===== config.mk =====
export PLATFORM = sky130hd
export DESIGN_NAME = load_store_unit_flat
export DESIGN_NICKNAME = d
export VERILOG_FILES = /design/src/rtl/load_store_unit_if.sv /design/src/rtl/load_store_unit.sv /design/src/flat_wrapper.sv
export SDC_FILE = /design/constraint.sdc
export NUM_CORES = 1
export LEC_CHECK = 0
export BUFFER_PORTS_ARGS = -buffer_cell sky130_fd_sc_hd__buf_2
export CAP_MARGIN = 20
export CORE_MARGIN = 4
export CORE_UTILIZATION = 48
export CTS_CLUSTER_SIZE = 10
export DETAILED_ROUTE_END_ITERATION = 6
export GPL_TIMING_DRIVEN = 0
export PLACE_DENSITY = 0.77
export RECOVER_POWER = 50
export SYNTH_ARGS = -nofsm -noshare
export SYNTH_HDL_FRONTEND = slang
export SYNTH_SLANG_ARGS = --single-unit

===== constraint.sdc =====
create_clock -name clk -period 5 [get_ports clk]
set_input_delay 0 -clock clk [delete_from_list [all_inputs] [get_ports clk]]
set_output_delay 0 -clock clk [all_outputs]
set_load 0.03 [all_outputs]

===== src/rtl/load_store_unit_if.sv =====
// ---------------------------------------------------------------------------
// load_store_unit_if : valid/ready data-memory bus between the LSU and memory
// Revision 1.0
// ---------------------------------------------------------------------------
`default_nettype none

interface load_store_unit_if;
  logic        bus_req;
  logic        bus_we;
  logic [63:0] bus_addr;
  logic [7:0]  bus_be;
  logic [63:0] bus_wdata;
  logic        bus_ready;
  logic [63:0] bus_rdata;

  modport master (
    output bus_req, bus_we, bus_addr, bus_be, bus_wdata,
    input  bus_ready, bus_rdata
  );

  modport slave (
    input  bus_req, bus_we, bus_addr, bus_be, bus_wdata,
    output bus_ready, bus_rdata
  );
endinterface

`default_nettype wire


===== src/rtl/load_store_unit.sv =====
// ---------------------------------------------------------------------------
// load_store_unit : multi-cycle memory-stage access engine with stall/timeout
// Revision 1.0
// ---------------------------------------------------------------------------
`default_nettype none

module load_store_unit #(
  parameter int unsigned TIMEOUT_CYCLES = 255
) (
  input  wire logic        clk,
  input  wire logic        rst,
  input  wire logic        MemReadEnM,
  input  wire logic        MemWriteEnM,
  input  wire logic [1:0]  MemSizeM,
  input  wire logic        LoadUnsignedM,
  input  wire logic [63:0] ALUResultM,
  input  wire logic [63:0] ReadData2M,
  output logic             StallM,
  output logic [63:0]      ReadDataM,
  output logic             LoadDoneM,
  output logic             MisalignM,
  output logic             BusErrM,
  load_store_unit_if.master bus
);

  typedef enum logic [1:0] {
    IDLE = 2'd0,
    REQ  = 2'd1,
    DONE = 2'd2
  } state_t;

  state_t      state_q, state_d;
  logic [31:0] cnt_q, cnt_d;
  logic [63:0] addr_q, addr_d;
  logic        we_q, we_d;
  logic [7:0]  be_q, be_d;
  logic [63:0] wdata_q, wdata_d;
  logic [1:0]  size_q, size_d;
  logic        uns_q, uns_d;
  logic [2:0]  off_q, off_d;
  logic        err_q, err_d;
  logic [63:0] rdata_q, rdata_d;

  logic        access;
  logic        aligned;
  logic [7:0]  size_mask;
  logic [63:0] rd_shift;
  logic [63:0] rd_ext;
  logic        timeout_hit;

  always_comb begin
    // Inputs are ignored while reset is held so no stall/misalign leaks out.
    access = (MemReadEnM | MemWriteEnM) & ~rst;

    aligned   = 1'b1;
    size_mask = 8'h01;
    case (MemSizeM)
      2'b00: begin aligned = 1'b1;                     size_mask = 8'h01; end
      2'b01: begin aligned = ~ALUResultM[0];           size_mask = 8'h03; end
      2'b10: begin aligned = (ALUResultM[1:0] == 2'b00); size_mask = 8'h0F; end
      default: begin aligned = (ALUResultM[2:0] == 3'b000); size_mask = 8'hFF; end
    endcase

    rd_shift = bus.bus_rdata >> {off_q, 3'b000};
    rd_ext   = rd_shift;
    case (size_q)
      2'b00: rd_ext = uns_q ? {56'd0, rd_shift[7:0]}  : {{56{rd_shift[7]}},  rd_shift[7:0]};
      2'b01: rd_ext = uns_q ? {48'd0, rd_shift[15:0]} : {{48{rd_shift[15]}}, rd_shift[15:0]};
      2'b10: rd_ext = uns_q ? {32'd0, rd_shift[31:0]} : {{32{rd_shift[31]}}, rd_shift[31:0]};
      default: rd_ext = rd_shift;
    endcase

    timeout_hit = (TIMEOUT_CYCLES != 0) && (cnt_q == TIMEOUT_CYCLES - 1);
  end

  always_comb begin
    state_d = state_q;
    cnt_d   = cnt_q;
    addr_d  = addr_q;
    we_d    = we_q;
    be_d    = be_q;
    wdata_d = wdata_q;
    size_d  = size_q;
    uns_d   = uns_q;
    off_d   = off_q;
    err_d   = err_q;
    rdata_d = rdata_q;

    case (state_q)
      IDLE: begin
        if (access && aligned) begin
          state_d = REQ;
          cnt_d   = 32'd0;
          err_d   = 1'b0;
          addr_d  = {ALUResultM[63:3], 3'b000};
          we_d    = MemWriteEnM;
          be_d    = size_mask << ALUResultM[2:0];
          wdata_d = ReadData2M << {ALUResultM[2:0], 3'b000};
          size_d  = MemSizeM;
          uns_d   = LoadUnsignedM;
          off_d   = ALUResultM[2:0];
        end
      end
      REQ: begin
        if (bus.bus_ready) begin
          state_d = DONE;
          cnt_d   = 32'd0;
          if (!we_q) rdata_d = rd_ext;
        end else if (timeout_hit) begin
          state_d = DONE;
          cnt_d   = 32'd0;
          err_d   = 1'b1;
          rdata_d = 64'd0;
        end else begin
          cnt_d = cnt_q + 32'd1;
        end
      end
      default: state_d = IDLE;
    endcase
  end

  always_ff @(posedge clk) begin
    if (rst) begin
      state_q <= IDLE;
      cnt_q   <= 32'd0;
      addr_q  <= 64'd0;
      we_q    <= 1'b0;
      be_q    <= 8'd0;
      wdata_q <= 64'd0;
      size_q  <= 2'd0;
      uns_q   <= 1'b0;
      off_q   <= 3'd0;
      err_q   <= 1'b0;
      rdata_q <= 64'd0;
    end else begin
      state_q <= state_d;
      cnt_q   <= cnt_d;
      addr_q  <= addr_d;
      we_q    <= we_d;
      be_q    <= be_d;
      wdata_q <= wdata_d;
      size_q  <= size_d;
      uns_q   <= uns_d;
      off_q   <= off_d;
      err_q   <= err_d;
      rdata_q <= rdata_d;
    end
  end

  assign bus.bus_req   = (state_q == REQ);
  assign bus.bus_we    = we_q;
  assign bus.bus_addr  = addr_q;
  assign bus.bus_be    = be_q;
  assign bus.bus_wdata = wdata_q;

  assign StallM    = ((state_q == IDLE) && access && aligned) || (state_q == REQ);
  assign MisalignM = (state_q == IDLE) && access && !aligned;
  assign LoadDoneM = (state_q == DONE) && !we_q && !err_q;
  assign BusErrM   = (state_q == DONE) && err_q;
  assign ReadDataM = rdata_q;

endmodule

`default_nettype wire


===== src/flat_wrapper.sv =====
// flat-port wrapper written by rule: the top's interface ports become plain ports
module load_store_unit_flat 
#(
  parameter int unsigned TIMEOUT_CYCLES = 255
)
  (clk, rst, MemReadEnM, MemWriteEnM, MemSizeM, LoadUnsignedM, ALUResultM, ReadData2M, StallM, ReadDataM, LoadDoneM, MisalignM, BusErrM, bus_bus_req, bus_bus_we, bus_bus_addr, bus_bus_be, bus_bus_wdata, bus_bus_ready, bus_bus_rdata);
  load_store_unit_if bus_i ();
  input  wire logic clk;
  input  wire logic rst;
  input  wire logic MemReadEnM;
  input  wire logic MemWriteEnM;
  input  wire logic [1:0] MemSizeM;
  input  wire logic LoadUnsignedM;
  input  wire logic [63:0] ALUResultM;
  input  wire logic [63:0] ReadData2M;
  output logic StallM;
  output logic [63:0] ReadDataM;
  output logic LoadDoneM;
  output logic MisalignM;
  output logic BusErrM;
  output wire logic [$bits(bus_i.bus_req)-1:0] bus_bus_req;
  output wire logic [$bits(bus_i.bus_we)-1:0] bus_bus_we;
  output wire logic [$bits(bus_i.bus_addr)-1:0] bus_bus_addr;
  output wire logic [$bits(bus_i.bus_be)-1:0] bus_bus_be;
  output wire logic [$bits(bus_i.bus_wdata)-1:0] bus_bus_wdata;
  input wire logic [$bits(bus_i.bus_ready)-1:0] bus_bus_ready;
  input wire logic [$bits(bus_i.bus_rdata)-1:0] bus_bus_rdata;
  assign bus_bus_req = bus_i.bus_req;
  assign bus_bus_we = bus_i.bus_we;
  assign bus_bus_addr = bus_i.bus_addr;
  assign bus_bus_be = bus_i.bus_be;
  assign bus_bus_wdata = bus_i.bus_wdata;
  assign bus_i.bus_ready = bus_bus_ready;
  assign bus_i.bus_rdata = bus_bus_rdata;
  load_store_unit #(.TIMEOUT_CYCLES(TIMEOUT_CYCLES)) u_core (.clk(clk), .rst(rst), .MemReadEnM(MemReadEnM), .MemWriteEnM(MemWriteEnM), .MemSizeM(MemSizeM), .LoadUnsignedM(LoadUnsignedM), .ALUResultM(ALUResultM), .ReadData2M(ReadData2M), .StallM(StallM), .ReadDataM(ReadDataM), .LoadDoneM(LoadDoneM), .MisalignM(MisalignM), .BusErrM(BusErrM), .bus(bus_i));
endmodule

### After elaboration in Yosys (flattened, before gate mapping)

Cells that the tools add are included.

| word-level totals | value |
|---|---|
| flip-flop bits (word level) | 239 |
| word-level logic and storage cells | 75 |
| input bits | 200 |
| bits in writable memories | 0 |
| latch bits | 0 |
| output and inout port bits | 206 |
| memory bits (read-only) | 0 |
| memories | 0 |

| operators by class | value |
|---|---|
| shift-type cells | 3 |
| reduce and logical (&&, ||, !) cells | 23 |
| $lt $le $gt $ge | 0 |
| add/subtract/negate cells | 1 |
| bitwise logic cells | 4 |
| mux-type cells | 21 |
| equality and inequality tests | 12 |
| div/mod/pow operators | 0 |
| multipliers | 0 |

Operator list:

| operator | count |
|---|---|
| two-way mux 64 bit | 6 |
| case mux 64 bit (3 select lines) | 1 |
| two-way mux 32 bit | 3 |
| case mux 32 bit (2 select lines) | 1 |
| << shifter 64 x 6 -> 64 bit | 1 |
| right shift 64 x 6 -> 64 bit | 1 |
| adder 32 x 1 -> 32 bit (second input constant) | 1 |
| equality test 32 x 8 -> 1 bit (second input constant) | 1 |
| case mux 8 bit (3 select lines) | 1 |
| logical NOT 2 bit | 4 |
| << shifter 8 x 3 -> 8 bit | 1 |
| logical AND 1 bit | 7 |
| equality test 2 x 1 -> 1 bit (second input constant) | 3 |
| equality test 2 bit (second input constant) | 3 |
| two-way mux 2 bit | 3 |
| AND reduction 2 bit | 3 |
| != test 2 x 1 -> 1 bit (second input constant) | 2 |
| != test 2 bit (second input constant) | 2 |
| case mux 2 bit (2 select lines) | 1 |
| AND reduction 4 bit | 1 |
| nonzero test 2 bit | 2 |
| logical NOT 1 bit | 3 |
| logical NOT 3 bit | 1 |
| two-way mux 1 bit | 3 |
| other kinds (8) | 9 |

### Logic depth before layout (Yosys ltp)

Gate-level depths: netlist of the first run.

| logic depth | value |
|---|---|
| depth after elaboration | 5 |
| mapped depth | 8 |
| mapped depth without buffers | 7 |

### Worst setup path before layout of the first run

Ideal clock, no wire load.

| path | value |
|---|---|
| path type | register to register |
| start point | register u_core.off_q[0] |
| end point | register u_core.rdata_q[32], in the netlist u_core.ReadDataM[32] |
| arrival | 1.878 ns |
| clock period less this slack | 1.994 ns |
| path slack | 3.006 ns |
| buffers on the path | 1 |
| library setup time | 0.117 ns |
| data required time | 4.883 ns |
| stages on the path, launching flop included | 7 |
| cells stage by stage | dfxtp_1 -> mux2_2 -> mux4_2 -> nand4_2 -> a41oi_4 -> buf_6 -> a22o_1 |

| between the ends | value |
|---|---|
| cells in the longest elaborated chain, start to end | 5 |
| elaborated cells on any way between the ends | 7 |
| those cells by class | shift (1); mux (6) |

Ends and longest elaborated chain:

| item | line | RTL |
|---|---|---|
| start, declared | load_store_unit.sv:40 | `logic [2:0] off_q, off_d;` |
| start signal, assigned | load_store_unit.sv:132 | `off_q <= 3'd0;` |
| start signal, assigned | load_store_unit.sv:144 | `off_q <= off_d;` |
| right shift 64 x 6 -> 64 bit (*) | load_store_unit.sv:64 | `rd_shift = bus.bus_rdata >> {off_q, 3'b000};` |
| two-way mux 64 bit, on equally long branches | load_store_unit.sv:69, load_store_unit.sv:67, load_store_unit.sv:68 |  |
| case mux 64 bit (3 select lines) (*) | load_store_unit.sv:66 | `case (size_q)` |
| two-way mux 64 bit (*) | load_store_unit.sv:108 | `if (!we_q) rdata_d = rd_ext;` |
| two-way mux 64 bit (*) | load_store_unit.sv:105 | `if (bus.bus_ready) begin` |
| end signal, assigned | load_store_unit.sv:146 | `rdata_q <= rdata_d;` |
| end, declared | load_store_unit.sv:42 | `logic [63:0] rdata_q, rdata_d;` |

Mark *: on every way between the ends. The rest lies on a longest branch, timed or not. The select of a mux whose other input is x is not followed.
A chain may end at the register's enable or synchronous reset.

### Worst setup path after layout of the first run

| path | value |
|---|---|
| start point | register u_core.off_q[0] |
| end point | register u_core.rdata_q[1], in the netlist u_core.ReadDataM[1] |

The elaborated chain is that of the path after synthesis.

==> reports/qor.yml, run 1 <==
track_usage_pct: 33.9
start_util_pct: 49.1
clk-insertion-delay-late_ns: 0.54
power_density_nw_per_um2: 296
synth_top_cell_area_share_pct: 38.6
place_area_um2: 14800
drive_gt1_share_pct: 17.9
ys_types: 62
stdcell_area_um2: 16200
rr_startpoint: "u_core.off_q[0]"
power.switching_w: 0.00144
cts_tree: "built"
worst-path-max-fanout: 10
path_cells: "buf_4 -> buf_2 -> buf_2 -> mux2_2 -> dlygate4sd3_1 -> o211ai_1 -> dlygate4sd3_1 -> o21ai_0 -> a22o_1"
fin_crit_ns: 3.45
core_area_um2: 25300
cts_resized: 0
intPower_w: 0.00336
grt_pass1_wl_um: 77200
grt_use_met3_pct: 7.33
drt-initial-drc-count: 1279
overflow: 0
numPortBuffers: 398
hold_depth: 4
top_usage_layer: "met2"
power.total_w: 0.00480
clockRootBuffer: "clkbuf_16"
clock_path_buffers: 3
finalSetupViolCount: 0
synth_edf_count: 0
finalCritPeriodShare_pct: 69.0
startpoint_type: "flip-flop"
syn_inst: 1449
slew_headroom_pct: 24.8
min_path_type: "input port to flip-flop"
cellLeakagePower_nw: 5.99
syn_area_per_cell_um2: 8.55
met2_usage_pct: 57.2
p_clk_share_pct: 37.7
tns_ns: 0
gp_congestion: 0.974
drv_cap: 0
cp-end-kind: "flip-flop"
cts_made_buffers: 28
fin_skew_ns: 0.00762
fmax_mhz: 290
synth_warnings: 0
hold_start: "ReadData2M[18]"
critPathLaunch: "u_core.off_q[0]"
htreeDepth: 1
pwr-share-comb_pct: 20.3
rows: 58
pwr-share-seq_pct: 42.0
grt_setup_unrepaired: "no"
mostFrequentLayoutCells: "clkbuf_1, nand2_1, dfxtp_1"
synth.area.top_cells: "dfxtp_1, nand2_1, mux2i_1, mux4_2, a21oi_1"
hold_violations: 0
vias: 13900
slew_violations: 0
post-synth-top-area-cell: "dfxtp_1"
crit_type: "flip-flop to flip-flop"
drc: 0
synth_area_um2: 12400
tightest_slew_ns: 1.12
use_met1_pct: 41.7
swShare_pct: 30.0
post_drt_wl_per_cell_um: 22.1
final_nets: 2168
critPathMaxStageDelay_ns: 0.58
syn2layout_area_growth_pct: 30.7
die_y_um: 169
hpwl_um: 37800
ant_nets: 0
drt_first_pass_iters: 5
vias_per_cell: 6.03
layout.cells.most_common: "clkbuf_1"
ys_seq_area_share_pct: 38.6
clk_pin_slew_ns: 0.06
grt_pass1_vias: 13700
drt_wl_total_um: 50900
ios: 406
yosys_register_bits: 239
cp.required_ns: 5.43
ys.flop_type: "dfxtp_1"
r2r_cells: 9
grt_max_degree: 14
die_x_um: 169
clock-sinks: 239
die_area_um2: 28400
outcome: "complete, no violations"
cp.arrival_ns: 3.88
grt_antenna_before_repair: 4
ir_worst_vdd_mv: 0.330
crit_slowest_cell: "dlygate4sd3_1"
synth-async-reset-ratio_pct: 0
-- Yosys cell counts, drive strengths merged (6+ instances only) --
cell type	number
nand2	261
dfxtp	239
a21oi	134
nor2	98
mux2i	77
clkbuf	74
a22o	60
buf	55
o21ai	55
a211oi	34
mux2	32
mux4	30
nor3	27
o211ai	24
nor2b	21
nand3	16
nand3b	16
or3	15
nand2b	13
a31oi	12
inv	11
nand4	11
o22a	11
xor2	10
a2111o	9
o2111ai	9
or2	9
nor4	8
o32ai	8
a32oi	7
and2	7
and3	6
o31ai	6
-- per-layer routing --
metal / up-vias / wire (um)
met5: - / 0
met4: 0 / 2560
met3: 180 / 5090
met2: 840 / 24100
met1: 6589 / 19100
li1: 6285 / -
-- critical path, delay by kind of cell (launching register included) --
| kind | cells | cell delay [ns] |
|---|---|---|
| compound gates | 3 | 0.42 |
| buf+inv | 5 | 2.13 |
| flops | 1 | 0.41 |
| mux | 1 | 0.38 |
-- power groups by stage --
| stage | clock network [W] | logic (W) | registers, W |
|---|---|---|---|
| floorplan | 0 | 0.000450 | 0.00216 |
| global placement | 0 | 0.000904 | 0.00205 |
| detailed placement | 0 | 0.000911 | 0.00205 |
| CTS | 0.00182 | 0.000969 | 0.00201 |
| global route | 0.00190 | 0.00103 | 0.00202 |
| finish | 0.00181 | 0.000976 | 0.00202 |
-- stage by stage --
| step | setup WS [ns] | cells | utilization, % | hold slack [ns] |
|---|---|---|---|---|
| floorplan | 3.01 | 1451 | - | 0.136 |
| global placement | 2.48 | 2179 | 58.6 | 0.241 |
| detailed placement | 2.47 | 2179 | 58.6 | 0.245 |
| CTS | 1.62 | 2301 | 65.1 | 0.00875 |
| global route | 1.45 | 2306 | 64.1 | 0.0464 |
| finish | 1.55 | 2306 | 64.1 | 0.0159 |
-- what timing repair did --
item	4_1_cts	5_1_grt
hold buffers	87	0
buffers inserted	0	0
endpoints found under the hold margin	95	0
-- area by class of cell --
cell class / instances / area [um2]
fillers: 2263 / 9060
flip-flops and latches: 239 / 4780
clock inverters: 2 / 10.0
multi-input cells: 1070 / 6990
clock buffers: 33 / 751
plain buffers: 129 / 567
diodes: 5 / 12.5
repair buffers: 485 / 2610
inverters: 13 / 48.8
well taps: 330 / 413
-- registers in the layout (all words and copies together), names as in the netlist --
name / count
u_core.bus.bus_be: 8
u_core.ReadDataM: 64
u_core.off_q: 3
u_core.bus.bus_addr: 61
u_core.bus.bus_wdata: 64
u_core.err_q: 1
u_core.state_q: 2
u_core.uns_q: 1
u_core.size_q: 2
u_core.cnt_q: 32
u_core.bus.bus_we: 1
-- cell families (layout without fill, tap and decap cells) --
logic type,after synthesis,after routing,share of synthesized area (%)
multiplexers,139,139,14.6
buffers and inverters,142,662,5.00
flip-flops,239,239,38.6
other,1,8,0.0303
XOR/XNOR,13,13,0.919
adder cells (fa/ha/maj),2,2,0.202
AO/OA/AOI/OAI,388,388,21.1
AND/OR/NAND/NOR,525,525,19.5
-- final timing paths --
path	endpoint	slack, ns
max reg2reg	u_core.ReadDataM[1]	1.55
min	u_core.bus.bus_wdata[34]	0.02
min reg2reg	u_core.bus.bus_wdata[5]	0.45
max	u_core.ReadDataM[1]	1.55
Note: power is estimated with default switching activity, not from simulation.
==> run 2, diff against run 1 <==
--- a/config.mk
+++ b/config.mk
@@ -5,14 +5,15 @@
 export SDC_FILE = /design/constraint.sdc
 export NUM_CORES = 1
 export LEC_CHECK = 0
+export ABC_AREA = 1
 export BUFFER_PORTS_ARGS = -buffer_cell sky130_fd_sc_hd__buf_2
 export CAP_MARGIN = 20
 export CORE_MARGIN = 4
-export CORE_UTILIZATION = 48
+export CORE_UTILIZATION = 47
 export CTS_CLUSTER_SIZE = 10
 export DETAILED_ROUTE_END_ITERATION = 6
 export GPL_TIMING_DRIVEN = 0
-export PLACE_DENSITY = 0.77
+export PLACE_DENSITY = 0.78
 export RECOVER_POWER = 50
 export SYNTH_ARGS = -nofsm -noshare
 export SYNTH_HDL_FRONTEND = slang
==> constraint.sdc (replaced) <==
create_clock -name clk -period 2.8 [get_ports clk]
set_input_delay 0 -clock clk [delete_from_list [all_inputs] [get_ports clk]]
set_output_delay 0 -clock clk [all_outputs]
set_load 0.03 [all_outputs]
==> reports/qor.yml, run 2 <==
outcome: "finished, violations left"
violations: "design-rule violations"
overflow: 0
intPower_w: 0.00616
synth_top_cell_area_share_pct: 36.2
synth_edf_count: 0
cp.arrival_ns: 3.05
startpoint_type: "input port"
cp-end-kind: "flip-flop"
grt_antenna_before_repair: 0
drive_gt1_share_pct: 13.0
die_area_um2: 30900
htreeDepth: 1
hpwl_um: 46500
clk_pin_slew_ns: 0.06
slew_headroom_pct: 48.5
drv_cap: 0
ys.flop_type: "dfxtp_1"
synthMuxAreaShare_pct: 1.21
hold_violations: 0
drt_first_pass_iters: 7
mostFrequentLayoutCells: "nand2_1, clkbuf_1, o21ai_0"
finalCritPeriodShare_pct: 91.5
gp_congestion: 0.996
pwr-share-seq_pct: 39.5
power.switching_w: 0.00319
cts_setup_buffers: 0
synth_top_family_by_area: "simple AND/OR/NAND/NOR gates"
swShare_pct: 34.1
die_y_um: 176
worst-path-max-fanout: 10
synth.area.top_cells: "dfxtp_1, nand2_1, o21ai_0, a21oi_1, nor2_1"
synth-xor-area-share_pct: 0.530
min_path_type: "input port to flip-flop"
fmax_mhz: 390
yosys_register_bits: 239
fin_crit_ns: 2.56
die_x_um: 176
vias_per_cell: 5.73
drt-initial-drc-count: 1961
vias: 17000
yosys.area_share.simple_pct: 33.0
ios: 406
ys_types: 45
grt_max_degree: 15
cp.required_ns: 3.29
syn_area_per_cell_um2: 6.47
grt_setup_unrepaired: "no"
synth_compound_area_share_pct: 19.6
core_area_um2: 27800
numPortBuffers: 399
pwr-share-comb_pct: 25.6
tns_ns: 0
final_nets: 2781
post-synth-top-area-cell: "dfxtp_1"
synth-async-reset-ratio_pct: 0
synth_warnings: 0
fin_skew_ns: 0.0198
cts_resized: 0
pre_cts_slack_ns: 0.636
post-route-util_pct: 62.0
rows: 61
clock_path_buffers: 3
drc: 2
post_drt_wl_per_cell_um: 20.4
tightest_slew_ns: 0.765
drt_wl_total_um: 60600
fill_cells: 2762
layout.cells.most_common: "nand2_1"
track_usage_pct: 37.3
cts_tree: "built"
p_clk_share_pct: 34.9
synthMostInstantiatedCell: "nand2_1"
slew_violations: 0
grt_pass1_wl_um: 91700
cts_made_buffers: 28
grt_pass1_vias: 16100
power_density_nw_per_um2: 543
yosys.area_share.adder_pct: 0.189
crit_type: "input port to flip-flop"
clockRootBuffer: "clkbuf_16"
syn2layout_area_growth_pct: 30.2
syn_inst: 2044
start_util_pct: 47.6
antenna_cells: 0
layout_setup_ws_ns: 0.237
clk-insertion-delay-late_ns: 0.56
clock-sinks: 239
synth_area_um2: 13200
cellLeakagePower_nw: 7.10
ir_worst_vdd_mv: 0.527
ys_seq_area_share_pct: 36.2
synth.top_cells.by_count: "nand2_1, o21ai_0, dfxtp_1, nor2_1, a21oi_1"
finalSetupViolCount: 0
ant_nets: 0
## run 2: cell types whose count changed after synthesis, moves of 60 or more
cell	before	now
nor2_1	98	218
a22o_1	60	0
nand2_1	261	564
inv_1	8	85
nand3_1	16	148
o21ai_0	51	256
mux2i_1	77	16
## run 2: what timing repair did
action | CTS | global route
hold buffers | 104 | 0
setup endpoints to repair | 0 | 0
hold endpoints to repair | 111 | 0
## run 2: through the flow
stage          hold WS, ns  total power [W]  area [um2]  cells
6_report            0.0226          0.00935       17200   2964
5_1_grt             0.0469          0.00966       17200   2964
4_1_cts            0.00513          0.00934       17500   2964
3_3_place_gp         0.250          0.00599       15700   2823
3_5_place_dp         0.255          0.00600       15700   2823
2_1_floorplan        0.165          0.00514       13200   2046
## run 2: cell families after synthesis
| family | after synthesis |
|---|---|
| simple gates | 1038 |
| buf+inv | 258 |
| xor+xnor | 8 |
| flops | 239 |
| mux | 16 |
| other cells | 1 |
| fa+ha+maj | 2 |
| compound gates | 482 |
## run 2: power groups by stage
stage               Combinational, W  Sequential (W)  Clock (W)
CTS                          0.00238         0.00368    0.00328
floorplan                    0.00110         0.00404          0
finish                       0.00239         0.00369    0.00326
global route                 0.00256         0.00371    0.00339
global placement             0.00225         0.00374          0
detailed placement           0.00226         0.00375          0
## run 2: metal layers
metal	part of all wire, %	vias up	wire, um	track usage, %
met5	0	-	0	0
met4	5.2	0	3160	16.1
met3	9.4	202	5700	6.35
met2	46	1036	27700	61.8
met1	40	7894	24000	48.1
li1	-	7843	-	-
## run 2: final cells by class
| cell class | instances | area (um2) | area share [%] |
|---|---|---|---|
| timing repair buffer | 503 | 2790 | 16.2 |
| tap | 378 | 473 | 2.75 |
| sequential | 239 | 4780 | 27.8 |
| clock buffer | 36 | 761 | 4.42 |
| buffer | 158 | 802 | 4.66 |
| multi-input combinational | 1549 | 7220 | 41.9 |
| clock inverter | 1 | 16.3 | 0.0945 |
| inverter | 100 | 378 | 2.19 |
## run 2: critical path, cell delays in order
cell	delay [ns]
dlygate4sd3_1	0.53
buf_2	0.18
inv_1	0.21
clkbuf_1	0.49
nand2_1	0.13
nand3_1	0.11
dlygate4sd3_1	0.56
nand3_1	0.08
dlygate4sd3_1	0.59
a31oi_1	0.17
## run 2: worst paths after layout
path                              from                  endpoint  slack (ns)  depth (start not counted)
setup / recovery         ALUResultM[0]  u_core.bus.bus_wdata[55]        0.24                         10
hold / removal       bus_bus_rdata[62]      u_core.ReadDataM[62]        0.02                          7
setup reg to reg     u_core.state_q[1]  u_core.bus.bus_wdata[32]        0.38                          8
hold reg to reg   u_core.ReadDataM[25]      u_core.ReadDataM[25]        0.46                          2
